--- src/rtl/hex_dump_stream.sv ---
// hex_dump_stream
//   Captures a wide data image on a rising edge of trig and streams it out as
//   uppercase ASCII hex text, BPL bytes per line: each byte becomes two hex
//   digits followed by a space, or by a line feed at the end of a line or of
//   the image. Characters are buffered in a first-word-fall-through FIFO and
//   drained over a valid/ready byte stream. One trigger arriving while a dump
//   is in progress is queued; a further one is reported on dropped.
//
//   Optional build macro HEX_DUMP_ADDR_EN: every line is prefixed with the
//   byte offset of its first byte as four hex digits followed by ": ".
//
// Ports
//   clk       in   system clock, rising edge
//   nRst      in   asynchronous active-low reset
//   dat       in   NBYTES*8 data image, byte i = dat[8*i+7:8*i]
//   trig      in   level input; a low->high change between samples requests a dump
//   tx_data   out  ASCII character at the FIFO head (8'h00 when empty)
//   tx_valid  out  FIFO not empty
//   tx_ready  in   sink accepts tx_data on tx_valid && tx_ready
//   busy      out  dump in progress (formatting, queued, or FIFO non-empty)
//   dropped   out  one-cycle pulse: trigger lost because one is already queued
module hex_dump_stream #(
    parameter int NBYTES     = 136,
    parameter int BPL        = 8,
    parameter int FIFO_DEPTH = 16
) (
    input  logic                  clk,
    input  logic                  nRst,
    input  logic [NBYTES*8-1:0]   dat,
    input  logic                  trig,
    output logic [7:0]            tx_data,
    output logic                  tx_valid,
    input  logic                  tx_ready,
    output logic                  busy,
    output logic                  dropped
);

    localparam int AW = $clog2(FIFO_DEPTH);
    localparam int IW = (NBYTES > 1) ? $clog2(NBYTES) : 1;
    localparam int CW = (BPL > 1) ? $clog2(BPL) : 1;
    localparam logic [IW-1:0] LAST_IDX = IW'(NBYTES - 1);
    localparam logic [CW-1:0] LAST_COL = CW'(BPL - 1);
    localparam logic [AW:0]   FULL_CNT = (AW + 1)'(FIFO_DEPTH);

`ifdef HEX_DUMP_ADDR_EN
    typedef enum logic [2:0] {S_IDLE, S_SNAP, S_ADDR, S_HI, S_LO, S_SEP, S_DRAIN} state_t;
`else
    typedef enum logic [2:0] {S_IDLE, S_SNAP, S_HI, S_LO, S_SEP, S_DRAIN} state_t;
`endif

    function automatic logic [7:0] hex_char(input logic [3:0] n);
        return (n < 4'd10) ? (8'h30 + {4'h0, n}) : (8'h37 + {4'h0, n});
    endfunction

    state_t                state_q, state_d;
    logic [IW-1:0]         idx_q, idx_d;
    logic [CW-1:0]         col_q, col_d;
    logic                  pend_q, pend_d;
    logic                  trig_q;
    logic [NBYTES*8-1:0]   snap_q;
    logic                  snap_en;
    logic [7:0]            cur_byte;
    logic                  trig_rise;
`ifdef HEX_DUMP_ADDR_EN
    logic [2:0]            addr_q, addr_d;
    logic [15:0]           offset;
`endif

    // Character FIFO
    logic [7:0]            mem_q [FIFO_DEPTH];
    logic [AW-1:0]         rd_q, wr_q;
    logic [AW:0]           cnt_q;
    logic                  fifo_empty, fifo_full, pop, push_req, push_ok, push;
    logic [7:0]            push_char;

    assign fifo_empty = (cnt_q == '0);
    assign fifo_full  = (cnt_q == FULL_CNT);
    assign tx_valid   = !fifo_empty;
    assign tx_data    = fifo_empty ? 8'h00 : mem_q[rd_q];
    assign pop        = tx_valid && tx_ready;
    // A pop in the same cycle frees the slot, so a full FIFO still accepts.
    assign push_ok    = !fifo_full || pop;
    assign push       = push_req && push_ok;

    assign trig_rise  = trig && !trig_q;
    assign cur_byte   = snap_q[{idx_q, 3'b000} +: 8];
`ifdef HEX_DUMP_ADDR_EN
    assign offset     = 16'(idx_q);
`endif

    // Busy drops as soon as the drain completes, one cycle ahead of IDLE.
    assign busy = !(fifo_empty && !pend_q && (state_q == S_IDLE || state_q == S_DRAIN));

    always_ff @(posedge clk or negedge nRst) begin
        if (!nRst) begin
            rd_q  <= '0;
            wr_q  <= '0;
            cnt_q <= '0;
        end else begin
            if (pop)  rd_q <= rd_q + 1'b1;
            if (push) wr_q <= wr_q + 1'b1;
            case ({push, pop})
                2'b10:   cnt_q <= cnt_q + 1'b1;
                2'b01:   cnt_q <= cnt_q - 1'b1;
                default: cnt_q <= cnt_q;
            endcase
        end
    end

    always_ff @(posedge clk) begin
        if (push) mem_q[wr_q] <= push_char;
    end

    always_ff @(posedge clk) begin
        if (snap_en) snap_q <= dat;
    end

    always_ff @(posedge clk or negedge nRst) begin
        if (!nRst) begin
            state_q <= S_IDLE;
            idx_q   <= '0;
            col_q   <= '0;
            pend_q  <= 1'b0;
            trig_q  <= 1'b0;
`ifdef HEX_DUMP_ADDR_EN
            addr_q  <= '0;
`endif
        end else begin
            state_q <= state_d;
            idx_q   <= idx_d;
            col_q   <= col_d;
            pend_q  <= pend_d;
            trig_q  <= trig;
`ifdef HEX_DUMP_ADDR_EN
            addr_q  <= addr_d;
`endif
        end
    end

    always_comb begin
        state_d   = state_q;
        idx_d     = idx_q;
        col_d     = col_q;
        pend_d    = pend_q;
        push_req  = 1'b0;
        push_char = 8'h00;
        dropped   = 1'b0;
        snap_en   = 1'b0;
`ifdef HEX_DUMP_ADDR_EN
        addr_d    = addr_q;
`endif

        // Outside IDLE a trigger edge can only be queued or dropped.
        if (state_q != S_IDLE && trig_rise) begin
            if (pend_q) dropped = 1'b1;
            else        pend_d  = 1'b1;
        end

        case (state_q)
            S_IDLE: begin
                if (pend_q) begin
                    state_d = S_SNAP;
                    pend_d  = trig_rise;
                end else if (trig_rise) begin
                    state_d = S_SNAP;
                end
            end
            S_SNAP: begin
                snap_en = 1'b1;
                idx_d   = '0;
                col_d   = '0;
`ifdef HEX_DUMP_ADDR_EN
                addr_d  = '0;
                state_d = S_ADDR;
`else
                state_d = S_HI;
`endif
            end
`ifdef HEX_DUMP_ADDR_EN
            S_ADDR: begin
                push_req = 1'b1;
                case (addr_q)
                    3'd0:    push_char = hex_char(offset[15:12]);
                    3'd1:    push_char = hex_char(offset[11:8]);
                    3'd2:    push_char = hex_char(offset[7:4]);
                    3'd3:    push_char = hex_char(offset[3:0]);
                    3'd4:    push_char = 8'h3A;
                    default: push_char = 8'h20;
                endcase
                if (push_ok) begin
                    if (addr_q == 3'd5) begin
                        addr_d  = '0;
                        state_d = S_HI;
                    end else begin
                        addr_d  = addr_q + 1'b1;
                    end
                end
            end
`endif
            S_HI: begin
                push_req  = 1'b1;
                push_char = hex_char(cur_byte[7:4]);
                if (push_ok) state_d = S_LO;
            end
            S_LO: begin
                push_req  = 1'b1;
                push_char = hex_char(cur_byte[3:0]);
                if (push_ok) state_d = S_SEP;
            end
            S_SEP: begin
                push_req  = 1'b1;
                push_char = (col_q == LAST_COL || idx_q == LAST_IDX) ? 8'h0A : 8'h20;
                if (push_ok) begin
                    if (idx_q == LAST_IDX) begin
                        state_d = S_DRAIN;
                    end else begin
                        idx_d = idx_q + 1'b1;
                        if (col_q == LAST_COL) begin
                            col_d = '0;
`ifdef HEX_DUMP_ADDR_EN
                            state_d = S_ADDR;
`else
                            state_d = S_HI;
`endif
                        end else begin
                            col_d   = col_q + 1'b1;
                            state_d = S_HI;
                        end
                    end
                end
            end
            S_DRAIN: begin
                if (fifo_empty) state_d = S_IDLE;
            end
            default: state_d = S_IDLE;
        endcase
    end

endmodule

--- config.mk ---
export PLATFORM = sky130hd
export DESIGN_NAME = hex_dump_stream
export DESIGN_NICKNAME = d
export VERILOG_FILES = /design/src/rtl/hex_dump_stream.sv
export SDC_FILE = /design/constraint.sdc
export NUM_CORES = 1
export LEC_CHECK = 0
export ABC_AREA = 0
export CAP_MARGIN = 5
export CORE_AREA = 5 5 432 434
export DETAILED_ROUTE_END_ITERATION = 7
export DIE_AREA = 0 0 437 439
export GPL_TIMING_DRIVEN = 0
export PLACE_DENSITY = 0.6
export SLEW_MARGIN = 30
export SYNTH_ARGS = -nofsm -noshare
export SYNTH_HDL_FRONTEND = slang
export SYNTH_SLANG_ARGS = --single-unit
--- constraint.sdc ---
create_clock -name clk -period 61.8 [get_ports clk]
set_input_delay 12.36 -clock clk [delete_from_list [all_inputs] [get_ports clk]]
set_output_delay 12.36 -clock clk [all_outputs]
set_load 0.01 [all_outputs]
======== Word level (Yosys, flattened, before mapping) ========
Memories as Yosys holds them, arrays and structs flattened.
Index checks and enable logic that the tools add are counted.
operators by class
  multiplexer cells ....................... 30
  $add $sub $neg .......................... 10
  equal/unequal tests ..................... 16
  magnitude comparators ................... 2
  shift-type cells ........................ 1
  reductions and logical operators ........ 22
operators with widths
  cell                 count
  $shiftx 1088x12->8   1
  $mux 3               10
  $add 6x4->7 const A  4
  $mux 8               3
  $pmux 7 s3           1
  $pmux 3 s6           1
  $pmux 8 s2           1
  $mux 7               2
  $ne 2x2->1 const B   5
  $pmux 5 s2           1
  $eq 3x3->1 const B   3
  $mux 1               9
  $add 4x1->4 const B  2
  $add 8x1->8 const B  1
  $eq 8x8->1 const B   1
  $lt 4x4->1 const B   2
  $eq 3x2->1 const B   2
  $logic_and 1x1->1    6
  $mux 6               1
  $pmux 3 s2           1
  $add 5x1->5 const B  1
  $eq 5x5->1 const B   1
  $logic_not 1->1      5
  $logic_not 5->1      1
  other kinds (13)     16
storage, ports and cells
  bits in writable memories ............... 112
  memories ................................ 1
  bits in registers ....................... 1117
  output and inout port bits .............. 11
  input bits .............................. 1092
memory list
  memory  depth  width  read ports  clocked after memory_dff  write ports  RTL line  source
  mem_q   16     7      1           0                         1            70        logic [7:0] mem_q [FIFO_DEPTH];

======== Depth between registers and ports, before layout ========
Gate-level depths: netlist of run 1.
  word-level depth ........................ 7
  gate-level depth with buffers ........... 18

======== Least setup slack after synthesis of run 1 ========
Ideal clock, no wire load.
  kind .................................... input to output
  start point ............................. in trig
  end point ............................... out dropped
  buffers on the path ..................... 0
  stages on the path ...................... 3
  data required time ...................... 49.440 ns
  path slack .............................. 36.689 ns
  arrival time ............................ 12.751 ns
  cells stage by stage .................... nor2b_1 > nand2_1 > nor2_1
on the way
  longest elaborated chain between the ends .. 3
ends and longest elaborated chain
  item               RTL line  source
  start, declared    30        input logic trig,
  $logic_and 1x1->1  85        assign trig_rise = trig && !trig_q;
  $logic_and 1x1->1  154       if (state_q != S_IDLE && trig_rise) begin
  $mux 1             154
  end, declared      35        output logic dropped
Every way passes these cells.

======== Final worst setup path of run 1 ========
Ends and elaborated chain as after synthesis.

==> impl_metrics.yaml, run 1 <==
clocking:
  root_buffer: "clkbuf_16"
  clk_pin_slew_ns: 0.06
  cts_buffer_depth: 3
  cts.repair.resized: 0
  cts_tree: "done"
  post_cts_buffers: 0
  numCtsBuffers: 140
  htree_levels: 4
  clock-sinks: 1229
  worstSkewPairLatency_ns: 0.80
  cts-hold-fix-buffers: 0
final_layout:
  nFillCells: 16957
  final_nets: 4641
  area_growth_syn_to_layout_pct: 39.7
  instances_no_fill: 6051
  drive_above_1_share_pct: 15.9
synth:
  syn-num-nets: 3373
  synth_largest_area_cell: "edfxtp_1"
  yosysTopAreaCellShare_pct: 74.9
  ys_ff_latch: 1229
  yosysMostFrequentCell: "edfxtp_1"
  ys_warn_count: 0
  synth_ff_type: "edfxtp_1"
  avgSynthCellArea_sq_um: 21.2
  ys_seq_area_share_pct: 76.4
  postSynthCellCount: 2266
  synth_edf_count: 1200
  async_flop_share_pct: 2.36
  synth_common_cells: "1200 x edfxtp_1, 242 x mux4_2, 185 x mux2i_1"
  yosysUniqueCellTypes: 67
  synth_area_sq_um: 48100
  synthTopCellsByArea: "edfxtp_1 75%, mux4_2 11%, mux2i_1 3.8%"
timing:
  tns_ns: 0
  setup_viol_count_final: 0
  timing.fmax_ghz: 0.0375
  min_period_ns: 26.68
  slew_headroom_pct: 31.3
  period_share_pct: 43.2
  skew_ns: 0.0400
  drv_slew: 0
  worst_pin_slew_ns: 1.00
  finalHoldViolCount: 0
  rsz0062_at_grt: "no"
critical_path:
  slowest_delay_ns: 0.63
  crit_family: "buffers and inverters"
  crit_end: "dropped"
  cp_slowest_cell: "clkdlybuf4s50_1"
  cp_num_cells: 5
  r2r-start: "idx_q[1]"
  path_class: "in2out"
  worstPathMaxFanout: 2
  crit_start: "trig"
  end_kind: "primary output"
  start_kind: "input pin"
  ff2ff_path_depth: 17
  worstPathArrival_ns: 14.32
  cpMostUsedCell: "clkdlybuf4s50_1"
  rrSetupSlack_ns: 55.72
  worstPathRequired_ns: 49.44
  cp_cell_sequence: "clkdlybuf4s50_1 -> nor2b_1 -> nand2_1 -> nor2_1 -> clkdlybuf4s50_1"
  crit_buf_inv: 2
  worstReg2RegEnd: "mem_q[9][4]"
route:
  first_iter_violations: 2733
  detail_route.wirelength_mm: 200
  num_vias: 28225
  drtPass1Iterations: 5
  vias_per_cell: 4.66
  drc_errors: 0
  wl_per_cell_um: 33.1
  ant_nets: 0
global_route:
  grt_usage_pct: 20.3
  grt-ovfl-total: 0
  grt_max_degree: 102
  grt_pass1_vias: 29763
  grt_first_pass_wirelength_mm: 259
  antenna_found_initial: 57
power_and_ir_drop:
  finalPower_mw: 3.05
  power.internal_mw: 2.06
  peakVddDrop_uv: 29.3
  comb_power_share_pct: 31.1
  switching_share_pct: 32.3
  pwr-share-clk_pct: 26.5
  power.switching_mw: 0.983
  p_seq_share_pct: 42.4
  p_leak_nw: 22.0
  powerDensity_nw_per_um2: 45.3
flow_run:
  cap_violations: 0
floorplanning:
  die_x_um: 437
  start_util_pct: 26.4
  die_area_sq_um: 192000
  core-area_sq_um: 182000
  die-height_um: 439
  ios: 1103
  rows: 157
run_status:
  status: "complete, no violations"
placed_design:
  placement.io_buffers: 1101
  hpwl_mm: 157
  dp_cells: 5776
  place_congestion: 0.885
hold_path:
  hp-class: "reg2reg"
  whs_path_depth: 1
logic make-up after synthesis:
kind of cell / Yosys count / share of synthesized area (%)
muxes: 448 / 16.2
and+or+nand+nor: 248 / 2.45
xor gates and xnor gates: 18 / 0.328
AOI/OAI and AO/OA: 172 / 2.50
adders and majority gates: 15 / 0.406
buffers and inverters: 135 / 1.75
DFF: 1229 / 76.4
other: 1 / 0.00779
through the flow:
stage	hold slack, ns	util (%)	setup slack (ns)	cell area (sq um)
final	0.500	36.9	35.12	67200
after global routing	0.522	36.9	34.99	67200
after CTS	0.505	36.8	34.94	67100
after detailed placement	0.491	34.4	34.95	62700
after global placement	0.473	34.1	28.74	62100
after floorplan	0.455	-	36.69	48100
layout make-up:
cell class              instances  area, sq um  area share [%]
diodes                         26         65.1          0.0968
plain buffers                 119          808            1.20
clock buffers                 172         3710            5.52
clock inverters                76          677            1.01
inverters                      16         67.6           0.101
multi-input cells             902        10600            15.8
flip-flops and latches       1229        36800            54.7
well taps                    2385         2980            4.44
repair buffers               1126        11600            17.2
sequential cells by signal, indices dropped and copies added (netlist names):
name and count:
cnt_q 5, snap_q 1088, pend_q 1, wr_q 4, col_q 3, trig_q 1, rd_q 4, mem_q 112
idx_q 8, state_q 3
cells in the final DEF (no fill, tap or decap), types with 36 or more instances in the layout:
cell	count
edfxtp_1	1200
clkdlybuf4s50_1	1100
mux4_2	242
mux2i_1	183
clkbuf_16	144
nand2_1	82
a22oi_1	55
clkbuf_1	50
nor2_1	42
nand3_1	41
a21oi_1	36
how the worst min path moves through the flow:
stage          startpoint       end  slack [ns]
5_1_grt          col_q[0]  col_q[0]        0.52
6_report         cnt_q[4]  cnt_q[4]        0.50
2_1_floorplan    cnt_q[4]  cnt_q[4]        0.45
3_3_place_gp     cnt_q[4]  cnt_q[4]        0.47
4_1_cts          col_q[0]  col_q[0]        0.50
3_5_place_dp     col_q[0]  col_q[0]        0.49
routing by layer:
| metal | track usage, % | vias up | part of all wire [%] | wire length, um |
|---|---|---|---|---|
| met5 | 0 | - | 0.062 | 125 |
| met4 | 6.10 | 22 | 2.5 | 5080 |
| met3 | 5.43 | 231 | 7.6 | 15200 |
| met2 | 36.5 | 1340 | 53 | 106000 |
| met1 | 23.6 | 14612 | 37 | 74300 |
| li1 | - | 12020 | - | - |
power groups by stage:
stage,sequential (mW),clock [mW],combinational (mW)
5_1_grt,1.30,0.863,1.01
3_5_place_dp,1.31,0,0.975
2_1_floorplan,1.56,0,0.537
3_3_place_gp,1.73,0,0.937
6_report,1.29,0.808,0.947
4_1_cts,1.29,0.830,0.977
(Power assumes the default switching activity.)
==> inputs of run 2 (changes only) <==
--- a/config.mk
+++ b/config.mk
@@ -7,11 +7,11 @@
 export LEC_CHECK = 0
 export ABC_AREA = 0
 export CAP_MARGIN = 5
-export CORE_AREA = 5 5 432 434
+export CORE_AREA = 5 5 423 425
 export DETAILED_ROUTE_END_ITERATION = 7
-export DIE_AREA = 0 0 437 439
+export DIE_AREA = 0 0 428 430
 export GPL_TIMING_DRIVEN = 0
-export PLACE_DENSITY = 0.6
+export PLACE_DENSITY = 0.61
 export SLEW_MARGIN = 30
 export SYNTH_ARGS = -nofsm -noshare
 export SYNTH_HDL_FRONTEND = slang
==> constraint.sdc (replaced) <==
create_clock -name clk -period 26.4 [get_ports clk]
set_input_delay 5.28 -clock clk [delete_from_list [all_inputs] [get_ports clk]]
set_output_delay 5.28 -clock clk [all_outputs]
set_load 0.01 [all_outputs]
==> run 2 against run 1 <==
  * Critical path depth did not move
  * Critical endpoint unchanged
  * Sequential power rose by 130%
  * Cell count fell by 0.98%
==> impl_metrics.yaml, run 2 (synthesis gave the netlist of run 1 again) <==
hold_path:
  min_from: "cnt_q[4]"
  hp-class: "reg2reg"
route:
  first_iter_violations: 2627
  vias_per_cell: 4.63
  detail_route.wirelength_mm: 190
  drtPass1Iterations: 7
  wl_met3_mm: 13.6
  met1_length_mm: 70.5
  num_vias: 27766
  ant_nets: 0
  top_layer_used: "met5"
  dr_wl_met2_mm: 101
  wl_per_cell_um: 31.7
  drc_errors: 0
timing:
  timing.fmax_ghz: 0.0808
  setup_viol_count_final: 0
  period_share_pct: 46.9
  finalHoldViolCount: 0
  skew_ns: 0.0425
  drv_slew: 0
  min_period_ns: 12.37
  worst_pin_slew_ns: 1.00
  slew_headroom_pct: 32.7
  rsz0062_at_grt: "no"
global_route:
  grt_max_degree: 102
  antenna_found_initial: 38
  grt_pass1_vias: 29425
  grt_first_pass_wirelength_mm: 250
  grt_usage_pct: 20.0
  grt-ovfl-total: 0
clocking:
  cts_tree: "done"
  root_buffer: "clkbuf_16"
  cts-hold-fix-buffers: 0
  cts.repair.resized: 0
  clock-sinks: 1229
  post_cts_buffers: 0
  clk_pin_slew_ns: 0.06
  numCtsBuffers: 138
  worstSkewPairLatency_ns: 0.80
  cts_buffer_depth: 3
  htree_levels: 4
final_layout:
  drive_above_1_share_pct: 15.8
  finalInstanceArea_sq_um: 67000
  nFillCells: 16104
  ff_latch_area_sq_um: 36800
  layout_common_cells: "1200 x edfxtp_1, 1100 x clkdlybuf4s50_1, 242 x mux4_2"
  layout_commonest_cell: "edfxtp_1"
  largest_register: "snap_q"
  final_nets: 4637
  reg_top3: "snap_q x1088, mem_q x112, idx_q x8"
  multi_input_area_sq_um: 10600
  area_growth_syn_to_layout_pct: 39.3
  largest_reg_flops: 1088
critical_path:
  cp_slowest_cell: "clkdlybuf4s50_1"
  worstPathRequired_ns: 21.12
  cp_cell_sequence: "clkdlybuf4s50_1 -> nor2b_1 -> nand2_1 -> nor2_1 -> clkdlybuf4s50_1"
  end_kind: "primary output"
  path_class: "in2out"
  worstPathArrival_ns: 7.09
  crit_start: "trig"
  r2r-start: "idx_q[1]"
  crit_family: "buffers and inverters"
  rrSetupSlack_ns: 20.32
  cpMostUsedCell: "clkdlybuf4s50_1"
  worstPathMaxFanout: 2
  slowest_delay_ns: 0.65
  crit_buf_inv: 2
  start_kind: "input pin"
power_and_ir_drop:
  peakVddDrop_uv: 65.1
  p_leak_nw: 22.0
  finalPower_mw: 7.04
  powerDensity_nw_per_um2: 105
floorplanning:
  die_area_sq_um: 184000
  core-area_sq_um: 175000
  ios: 1103
  die_x_um: 428
  start_util_pct: 27.5
  die-height_um: 430
  rows: 154
placed_design:
  dpl_cell_area_sq_um: 62700
  hpwl_mm: 149
  place_congestion: 0.865
  placement.io_buffers: 1101
run_status:
  status: "complete, no violations"
flow_run:
  cap_violations: 0
run 2: changes by cell type in the layout (fill, tap and decap cells not counted), moves of 2 or more:
cell / previous run / this run
buf_6: 25 / 22
clkbuf_16: 144 / 142
clkinv_8: 3 / 5
buf_8: 5 / 8
inv_16: 3 / 1
diode_2: 26 / 17
clkinv_2: 17 / 14
clkbuf_1: 50 / 52
clkbuf_2: 14 / 16
run 2: per-stage QoR:
step / cells / hold WS (ns) / setup slack, ns / TNS (ns) / utilization [%]
after floorplan: 2266 / 0.455 / 2.95 / 0 / -
after global placement: 5707 / 0.471 / -6.62 / -6115.47 / 35.5
after CTS: 5975 / 0.482 / 13.91 / 0 / 38.3
final: 5992 / 0.479 / 14.03 / 0 / 38.3
after global routing: 5988 / 0.501 / 13.95 / 0 / 38.3
after detailed placement: 5730 / 0.470 / 13.92 / 0 / 35.8
run 2: path summary, 6_finish.rpt:
| path | endpoint | depth (start not counted) |
|---|---|---|
| min in group asynchronous | rd_q[3] | 1 |
| worst max register to register | mem_q[12][4] | 16 |
| max in group asynchronous | idx_q[4] | 2 |
| worst min register to register | cnt_q[4] | 1 |
| worst max-delay path | dropped | 5 |
| worst min-delay path | cnt_q[4] | 1 |
run 2: routing by layer:
metal,vias up,global-route usage (%)
met2,1182,36.4
met1,14350,23.1
met4,20,5.36
li1,12000,-
met3,214,5.67
met5,-,0
run 2: area by class of cell:
class                           instances  area share (%)
Inverter                               16           0.101
Multi-Input combinational cell        902            15.8
Timing Repair Buffer                 1124            17.2
Tap cell                             2340            4.37
Clock inverter                         72           0.941
Antenna cell                           17          0.0635
Sequential cell                      1229            54.8
Buffer                                119            1.21
Clock buffer                          173            5.47
run 2: report_power, final:
part           switching (mW)  internal, mW  total (mW)
sequential              0.168          2.85        3.02
combinational            1.27         0.909        2.18
clock                   0.799          1.05        1.85
